## config.mk

```make
export PLATFORM = sky130hd
export DESIGN_NAME = pc_fetch_unit
export DESIGN_NICKNAME = d
export VERILOG_FILES = /design/src/rtl/pc_fetch_unit.sv
export SDC_FILE = /design/constraint.sdc
export NUM_CORES = 1
export LEC_CHECK = 0
export ABC_AREA = 1
export CAP_MARGIN = 20
export CORE_MARGIN = 1
export CORE_UTILIZATION = 44
export DETAILED_ROUTE_END_ITERATION = 8
export HOLD_SLACK_MARGIN = 0.02
export PLACE_DENSITY = 0.87
export RECOVER_POWER = 100
export SLEW_MARGIN = 20
export SYNTH_ARGS = -nofsm -noshare
export SYNTH_HDL_FRONTEND = slang
export SYNTH_SLANG_ARGS = --single-unit
```

## constraint.sdc

```tcl
create_clock -name CLK -period 2.7 [get_ports CLK]
set_input_delay 0.54 -clock CLK [delete_from_list [all_inputs] [get_ports CLK]]
set_output_delay 0.54 -clock CLK [all_outputs]
set_load 0.02 [all_outputs]
```

## src/rtl/pc_fetch_unit.sv

```systemverilog
// Front-end PC holder for the multi-cycle CPU: fetches the instruction at pc over a req/ready handshake,
// holds it in the IR until the control unit retires it, then steps to pc+4, a redirect target or HALT.
module pc_fetch_unit #(
  parameter int ADDR_W = 32,
  parameter logic [ADDR_W-1:0] RESET_PC = '0
) (
  input  logic              CLK,
  input  logic              RST,
  output logic              imem_req,
  output logic [ADDR_W-1:0] imem_addr,
  input  logic              imem_ready,
  input  logic [31:0]       imem_rdata,
  output logic [31:0]       ir_out,
  output logic              ir_valid,
  input  logic              ir_accept,
  input  logic              redirect_valid,
  input  logic [ADDR_W-1:0] redirect_pc,
  input  logic              halt_req,
  output logic [ADDR_W-1:0] pc_out,
  output logic [ADDR_W-1:0] pc_plus4,
  output logic              halted
);

  typedef enum logic [1:0] {
    S_FETCH = 2'b00,
    S_HOLD  = 2'b01,
    S_HALT  = 2'b10
  } state_t;

  state_t            r_state;
  logic [ADDR_W-1:0] r_pc;
  logic [31:0]       r_ir;
  logic              r_ir_valid;
  logic              r_halted;
  logic [ADDR_W-1:0] w_pc_plus4;
  logic [ADDR_W-1:0] w_redirect_aligned;

  assign w_pc_plus4         = r_pc + ADDR_W'(4);
  assign w_redirect_aligned = {redirect_pc[ADDR_W-1:2], 2'b00};

  always_ff @(posedge CLK or negedge RST) begin
    if (!RST) begin
      r_state    <= S_FETCH;
      r_pc       <= RESET_PC;
      r_ir       <= '0;
      r_ir_valid <= 1'b0;
      r_halted   <= 1'b0;
    end else begin
      case (r_state)
        S_FETCH: begin
          if (imem_ready) begin
            r_ir       <= imem_rdata;
            r_ir_valid <= 1'b1;
            r_state    <= S_HOLD;
          end
        end
        S_HOLD: begin
          if (ir_accept) begin
            r_pc       <= redirect_valid ? w_redirect_aligned : w_pc_plus4;
            r_ir_valid <= 1'b0;
            if (halt_req) begin
              r_state  <= S_HALT;
              r_halted <= 1'b1;
            end else begin
              r_state  <= S_FETCH;
            end
          end
        end
        S_HALT: begin
          r_halted <= 1'b1;
        end
        default: begin
          // Unused encoding: recover into a clean fetch of the current pc
          r_state    <= S_FETCH;
          r_ir_valid <= 1'b0;
          r_halted   <= 1'b0;
        end
      endcase
    end
  end

  // Gated by RST so the request drops the instant reset asserts, not at the next edge
  assign imem_req  = RST && (r_state == S_FETCH);
  assign imem_addr = r_pc;
  assign pc_out    = r_pc;
  assign pc_plus4  = w_pc_plus4;
  assign ir_out    = r_ir;
  assign ir_valid  = r_ir_valid;
  assign halted    = r_halted;

endmodule

```

Word level (Yosys, flattened, before mapping)
Cells that the tools add are included.
- word-level logic and storage cells: 30
- input bits: 70
- memory bits (writable): 0
- memories: 0
- latch bits: 0
- bits in read-only memories: 0
- output and inout bits: 131
- flip-flop bits (word level): 68
- add/sub/neg operators: 1
- div/mod/pow operators: 0
- multipliers: 0
- shift-type cells: 0
- multiplexer cells: 11
- reductions and logical operators: 6
- equal/unequal tests: 5
- order comparisons: 0
- bitwise gates (word level): 2
- operators with widths (kind ; number):
    $add 32x3->32 const B ; 1
    $mux 32 ; 1
    $mux 2 ; 3
    $ne 2x2->1 const B ; 3
    $pmux 1 s3 ; 2
    $pmux 2 s3 ; 1
    $reduce_and 3->1 ; 2
    $mux 1 ; 4
    $reduce_and 2->1 ; 2
    $eq 2x1->1 const B ; 1
    $eq 2x2->1 const B ; 1
    $logic_not 2->1 ; 1
    $not 1->1 ; 2
    $logic_and 1x1->1 ; 1

Depth between registers and ports, before layout
Gate-level depths: netlist of the first run.
- depth in word-level cells: 3
- depth in mapped cells: 10
- gate-level depth less buffers: 10

Least setup slack after synthesis of the first run
No wires, ideal clock.
- path kind: reg2out
- start: reg r_pc[3] (netlist: imem_addr[3])
- end: out pc_plus4[10]
- data arrival time: 1.495 ns
- cell stages (with the launch flop): 6
- setup slack: 0.665 ns
- path buffers: 0
- path through: dfrtp_1 -> ha_1 -> nand2_1 -> nor2_2 -> nand2_4 -> xor2_1
- cells in the longest elaborated chain, start to end: 1
- RTL lines (element ; line ; RTL):
    from (decl) ; 31 ; logic [ADDR_W-1:0] r_pc;
    from (signal assigned) ; 59 ; r_pc <= redirect_valid ? w_redirect_aligned : w_pc_plus4;
    $add 32x3->32 ; 38 ; assign w_pc_plus4 = r_pc + ADDR_W'(4);
    to (decl) ; 20 ; output logic [ADDR_W-1:0] pc_plus4,
No other way between the ends.

Worst setup path in the final report of the first run
- start: reg r_pc[2] (netlist: imem_addr[2])
- end: out pc_plus4[29]
The elaborated chain is that of the path after synthesis.

==> results.yml, run 1 <==
layout:
  stdcell_count: 797
  design_area_mm2: 0.006018
  final_layout_size_suffix_gt1_share_pct: 11.90
  antennaDiodeCount: 0
  fillers: 667
  register_area_mm2: 0.001632
  multi_input_area_mm2: 0.001908
  final_common_cell: "nand2_1"
  syn_to_final_growth_pct: 48.96
  fin_nets: 758
  layout_common_cells: "143 x nand2_1, 101 x dlygate4sd3_1, 72 x nor2_1, 66 x clkdlybuf4s50_1, 61 x dfrtp_1"
global_routing:
  grt_overflow: 0
  grt_pass1_wl_um: 19680
  grt_max_degree: 66
  grt_pass1_vias: 4100
  antenna_found_initial: 0
  grt_util_all_layers_pct: 25.67
route:
  wl_per_cell_um: 14.99
  vias: 3948
  firstDrtPassIters: 7
  dr.first_iter.drc_count: 184
  viasPerCell: 4.954
  routed_wl_um: 11950
  postRouteAntennaNets: 0
  drc: 22
worst_setup_path:
  cp.arrival_ns: 2.05
  cpLargestDelayFamily: "simple AND/OR/NAND/NOR gates"
  worstPathRequired_ns: 2.16
  cp-end-kind: "output port"
  reg2reg_depth: 5
  cpMaxStageDelayCell: "dfrtp_1"
  cp_slowest_stage_delay_ns: 0.38
  worstSetupStartpointType: "flop"
  rr_endpoint: "ir_out[15]"
  worstPathMaxFanout: 6
  worstSetupPathType: "reg2out"
  reg2reg_from: "ir_valid"
  reg2reg_slack_ns: 0.75
  critical_path.cell_chain: "buf_4 > inv_1 > nor2_4 > nand2_2 > nor2_2 > nand3_1 > nand2_1 > dlygate4sd2_1"
  crit_buf_inv: 3
die:
  row_count: 34
  ios: 201
  die_h_um: 97.83
  coreArea_mm2: 0.008806
  dieArea_mm2: 0.009570
  die_w_um: 97.83
  start_util_pct: 45.88
pwr:
  p_leak_uw: 0.002823
  powerDensity_mw_per_mm2: 1262
  peakVddDrop_mv: 0.7144
place:
  dp_hpwl_um: 9066
  postPlaceCellArea_mm2: 0.005854
  gp_congestion: 0.8759
  preCtsSetupSlack_ns: 0.2094
  place_inst: 781
  io_buffer_count: 192
clock_network:
  clk_pin_slew_ns: 0.08
  clk_latency_ns: 0.33
  cts_tree: "done"
  cts_setup_buffers: 0
  cts_made_buffers: 9
  cts_max_path_buffers: 2
  clock-root-buffer: "clkbuf_8"
  cts_sinks: 65
  h-tree-depth: 3
sta:
  setup_tns_ns: 0
  setup_viol: 0
  final_max_slew_viol_count: 66
  finClkSkew_ns: 0.01060
  maxSlewHeadroom_pct: -11.04
  tightest_slew_ns: 1.666
  rsz0062_at_grt: "no"
  setup_ws_ns: 0.1107
  finalHoldViolations: 0
  min_period_ns: 2.589
  fin_crit_sh_pct: 95.90
  max_freq_ghz: 0.3862
logic_synthesis:
  yosysWarnings: 0
  syn_avg_cell_area_um2: 7.799
  ys_ff_latch: 65
  async_flop_share_pct: 100.0
  syn_inst: 518
  syn-cell-area_mm2: 0.004040
  synthFlopType: "dfrtp_1"
  synth-edff-count: 0
  ys_seq_area_share_pct: 40.26
  synth_cell_types: 32
min_path:
  hold_path_end: "ir_out[11]"
  hp-class: "reg2reg"
  min_path_cells: 1
  hp-start: "ir_out[11]"
status:
  status: "finished with violations"
  violations: "design-rule violations, max-capacitance violations, max-slew violations"
run:
  max_cap_violations: 1
[worst reg2reg max path, cell delays in order (launching register included)]
cell      delay, ns
dfrtp_1        0.38
inv_1          0.09
ha_1           0.26
nand2_1        0.08
clkbuf_2       0.61
mux2_2         0.43
[power breakdown]
group / internal [µW] / total (µW) / leakage, µW / switching, µW
clock network: 619 / 1040 / 0.000117 / 416
registers: 1470 / 1960 / 0.000765 / 490
logic: 1950 / 4600 / 0.00194 / 2650
total: 4030 / 7590 / 0.00282 / 3560
[per-layer routing]
metal / GRT usage (%) / part of all wire (%)
met5: 0 / 0
met3: 8.017 / 8.0
met2: 45.50 / 52
met1: 29.01 / 39
met4: 9.091 / 1.8
[cells by family after synthesis]
family | Yosys count | synth area share, %
mux | 33 | 9.198
simple gates | 266 | 28.68
xor+xnor | 7 | 1.703
flops | 65 | 40.26
other cells | 1 | 0.09282
fa+ha+maj | 4 | 1.239
buf+inv | 95 | 12.42
compound gates | 47 | 6.410
[sequential cells by signal (all words and copies together) (netlist names)]
name and flops:
ir_out 32, imem_addr 30, halted 1, ir_valid 1, r_state 1
[Yosys cell counts (5+ instances only)]
cell,count,area [µm²]
nand3_1,26,130.1
nor2_1,72,270.3
xor2_1,5,43.79
a21oi_1,19,95.09
dfrtp_1,65,1627
o22ai_1,5,31.28
o21ai_0,17,85.08
buf_4,37,277.8
inv_1,43,161.4
nand2_1,144,540.5
buf_2,5,25.02
nor2_4,6,67.56
nand2_2,5,31.28
mux2_2,33,371.6
clkbuf_1,7,26.28
[area by class of cell]
cell class                      instances  share of cell area (%)
Clock buffer                           10                   2.121
Clock inverter                          6                   1.913
Inverter                               44                   2.744
Multi-Input combinational cell        363                   31.70
Sequential cell                        65                   27.11
Tap cell                              108                   2.245
Timing Repair Buffer                  201                   32.16
[metrics by stage]
step	util, %	hold WS (ns)	total power (µW)
after global routing	68.34	0.5257	8066
final	68.34	0.5026	7592
after floorplan	-	0.2444	4844
after detailed placement	66.48	0.4938	7032
after CTS	69.04	0.4525	7993
after global placement	66.48	0.4873	6869
[worst max path at each step]
| stage | startpoint | endpoint | cells after the start |
|---|---|---|---|
| 2_1_floorplan | imem_addr[3] | pc_plus4[10] | 5 |
| 6_report | imem_addr[2] | pc_plus4[29] | 8 |
| 4_1_cts | imem_addr[2] | pc_plus4[9] | 6 |
| 3_5_place_dp | imem_addr[2] | pc_plus4[30] | 8 |
| 3_3_place_gp | imem_addr[12] | pc_plus4[23] | 7 |
| 5_1_grt | imem_addr[2] | pc_plus4[30] | 8 |
[repair_timing]
item                                    in CTS  in global routing
endpoints found under the setup margin      22                  4
gates resized for setup                     27                  4
hold buffers                                 0                  0
No activity file was read; power rests on OpenSTA's default activity.
==> inputs of run 2 (changes only) <==
- CORE_UTILIZATION: 44 -> 41
- PLACE_DENSITY: 0.87 -> 0.82
- clock period: 2.7 -> 2.8 ns (I/O delays scaled with it)
==> results.yml, run 2 (synthesized netlist as in run 1, its figures left out) <==
worst_setup_path:
  cpLargestDelayFamily: "buffers and inverters"
  worstSetupStartpointType: "flop"
  cp.arrival_ns: 2.11
  rr_endpoint: "ir_out[12]"
  cpMaxStageDelayCell: "clkdlybuf4s50_1"
  path_depth: 6
  cp-end-kind: "output port"
  worstPathMaxFanout: 6
  cp_slowest_stage_delay_ns: 0.64
  reg2reg_slack_ns: 0.85
  crit_buf_inv: 3
  crit_path_start: "imem_addr[2]"
  worstSetupPathType: "reg2out"
  endpoint: "pc_plus4[9]"
  reg2reg_from: "ir_valid"
  worstPathRequired_ns: 2.24
  reg2reg_depth: 5
  critical_path.cell_chain: "buf_4 > inv_1 > nor2_4 > nand2_4 > xor2_1 > clkdlybuf4s50_1"
route:
  viasPerCell: 4.864
  firstDrtPassIters: 4
  drc: 0
  postRouteAntennaNets: 0
  dr.first_iter.drc_count: 137
  wl_per_cell_um: 14.46
  vias: 3964
  routed_wl_um: 11790
sta:
  max_freq_ghz: 0.3744
  final_max_slew_viol_count: 66
  finalHoldViolations: 0
  setup_ws_ns: 0.1293
  fin_crit_sh_pct: 95.38
  rsz0062_at_grt: "no"
  tightest_slew_ns: 1.622
  maxSlewHeadroom_pct: -8.144
  setup_tns_ns: 0
  setup_viol: 0
  finClkSkew_ns: 0.01088
  min_period_ns: 2.671
clock_network:
  cts_setup_buffers: 0
  clk_pin_slew_ns: 0.07
  cts_made_buffers: 9
  clock-root-buffer: "clkbuf_8"
  h-tree-depth: 3
  clk_latency_ns: 0.34
  cts_max_path_buffers: 2
  cts_tree: "done"
  cts_hold_buffers: 0
  cts_sinks: 65
die:
  row_count: 35
  ios: 201
  start_util_pct: 43.11
  die_w_um: 101.3
  coreArea_mm2: 0.009371
  die_h_um: 101.3
  dieArea_mm2: 0.01025
place:
  gp_congestion: 0.8994
  dp_hpwl_um: 8855
  place_inst: 800
  preCtsSetupSlack_ns: 0.2189
  io_buffer_count: 192
pwr:
  clkPwrFrac_pct: 12.5
  p_comb_share_pct: 60.8
  peakVddDrop_mv: 0.6666
  intPower_uw: 3763
  p_sw_share_pct: 47.43
  switchingPower_uw: 3395
  seq_power_share_pct: 26.7
  p_leak_uw: 0.002774
  powerDensity_mw_per_mm2: 1196
global_routing:
  grt_overflow: 0
  grt_util_all_layers_pct: 23.90
  busiest_layer: "met2"
  grt_pass1_vias: 3992
  grt_max_degree: 66
  use_met3_pct: 7.591
  met2_usage_pct: 41.92
  antenna_found_initial: 0
  use_met1_pct: 26.66
  grt_pass1_wl_um: 18850
layout:
  layout_common_cells: "144 x nand2_1, 101 x dlygate4sd3_1, 72 x nor2_1, 67 x clkdlybuf4s50_1, 57 x dfrtp_1"
  largest_reg_flops: 32
  syn_to_final_growth_pct: 48.06
  final_layout_size_suffix_gt1_share_pct: 12.39
  antennaDiodeCount: 0
  stdcell_count: 815
  fillers: 822
  fin_nets: 756
  final_common_cell: "nand2_1"
status:
  violations: "max-capacitance violations, max-slew violations"
  status: "finished with violations"
min_path:
  hp-class: "reg2reg"
run:
  max_cap_violations: 1
==> run 2: cell count changes in the layout (fill, tap and decap cells not counted), moves of 2 or more <==
cell / delta
buf_4: -2
clkbuf_1: +5
dfrtp_1: -4
dfrtp_2: +4
dlygate4sd2_1: -9
nand2_2: -3
nand2_4: +2
==> run 2: worst register-to-register path: cells and delay by family (launching register included) <==
family	cells	cell delay [ns]
mux	1	0.43
simple gates	1	0.08
flops	1	0.39
buf+inv	2	0.68
fa+ha+maj	1	0.25
==> run 2: per-layer routing <==
layer	part of all wire [%]	up-vias
met3	8.5	22
met2	51	167
li1	-	1924
met1	38	1851
met5	0	-
met4	2.6	0
==> run 2: cell type report <==
class	instances	area (µm²)	share of cell area (%)
timing repair buffer	199	1892	31.63
tap	129	161.4	2.698
multi-input combinational	363	1911	31.94
clock buffer	9	123.9	2.071
sequential	65	1637	27.36
inverter	44	165.2	2.761
clock inverter	6	92.59	1.548
==> run 2: power by group through the flow <==
stage          combinational, µW  clock, µW  sequential [µW]
4_1_cts                     4740        911             1940
6_report                    4350        896             1910
2_1_floorplan               2270          0             2400
5_1_grt                     4700        950             2000
3_3_place_gp                4690          0             1910
3_5_place_dp                4790          0             1940
==> run 2: repair_timing <==
action                                  4_1_cts  5_1_grt
endpoints found under the hold margin         0        0
resized for setup                            21       18
gates cloned                                  0        0
endpoints found under the setup margin       18       15
==> run 2: metrics by stage <==
stage	total power [µW]	area [µm²]	hold WS [ns]	utilization (%)
after floorplan	4671	4059	0.2644	-
after global placement	6601	5853	0.4873	62.46
after detailed placement	6729	5853	0.4956	62.46
after CTS	7585	6058	0.5111	64.65
after global routing	7652	5982	0.5161	63.83
final	7157	5982	0.5018	63.83
==> run 2: how the worst min path moves through the flow <==
stage	slack, ns	start	depth (start not counted)	end
finish	0.50	ir_out[10]	1	ir_out[10]
global route	0.52	ir_out[29]	1	ir_out[29]
CTS	0.51	RST	2	ir_out[13]
detailed placement	0.50	ir_out[29]	1	ir_out[29]
global placement	0.49	ir_out[7]	1	ir_out[7]
floorplan	0.26	RST	0	halted
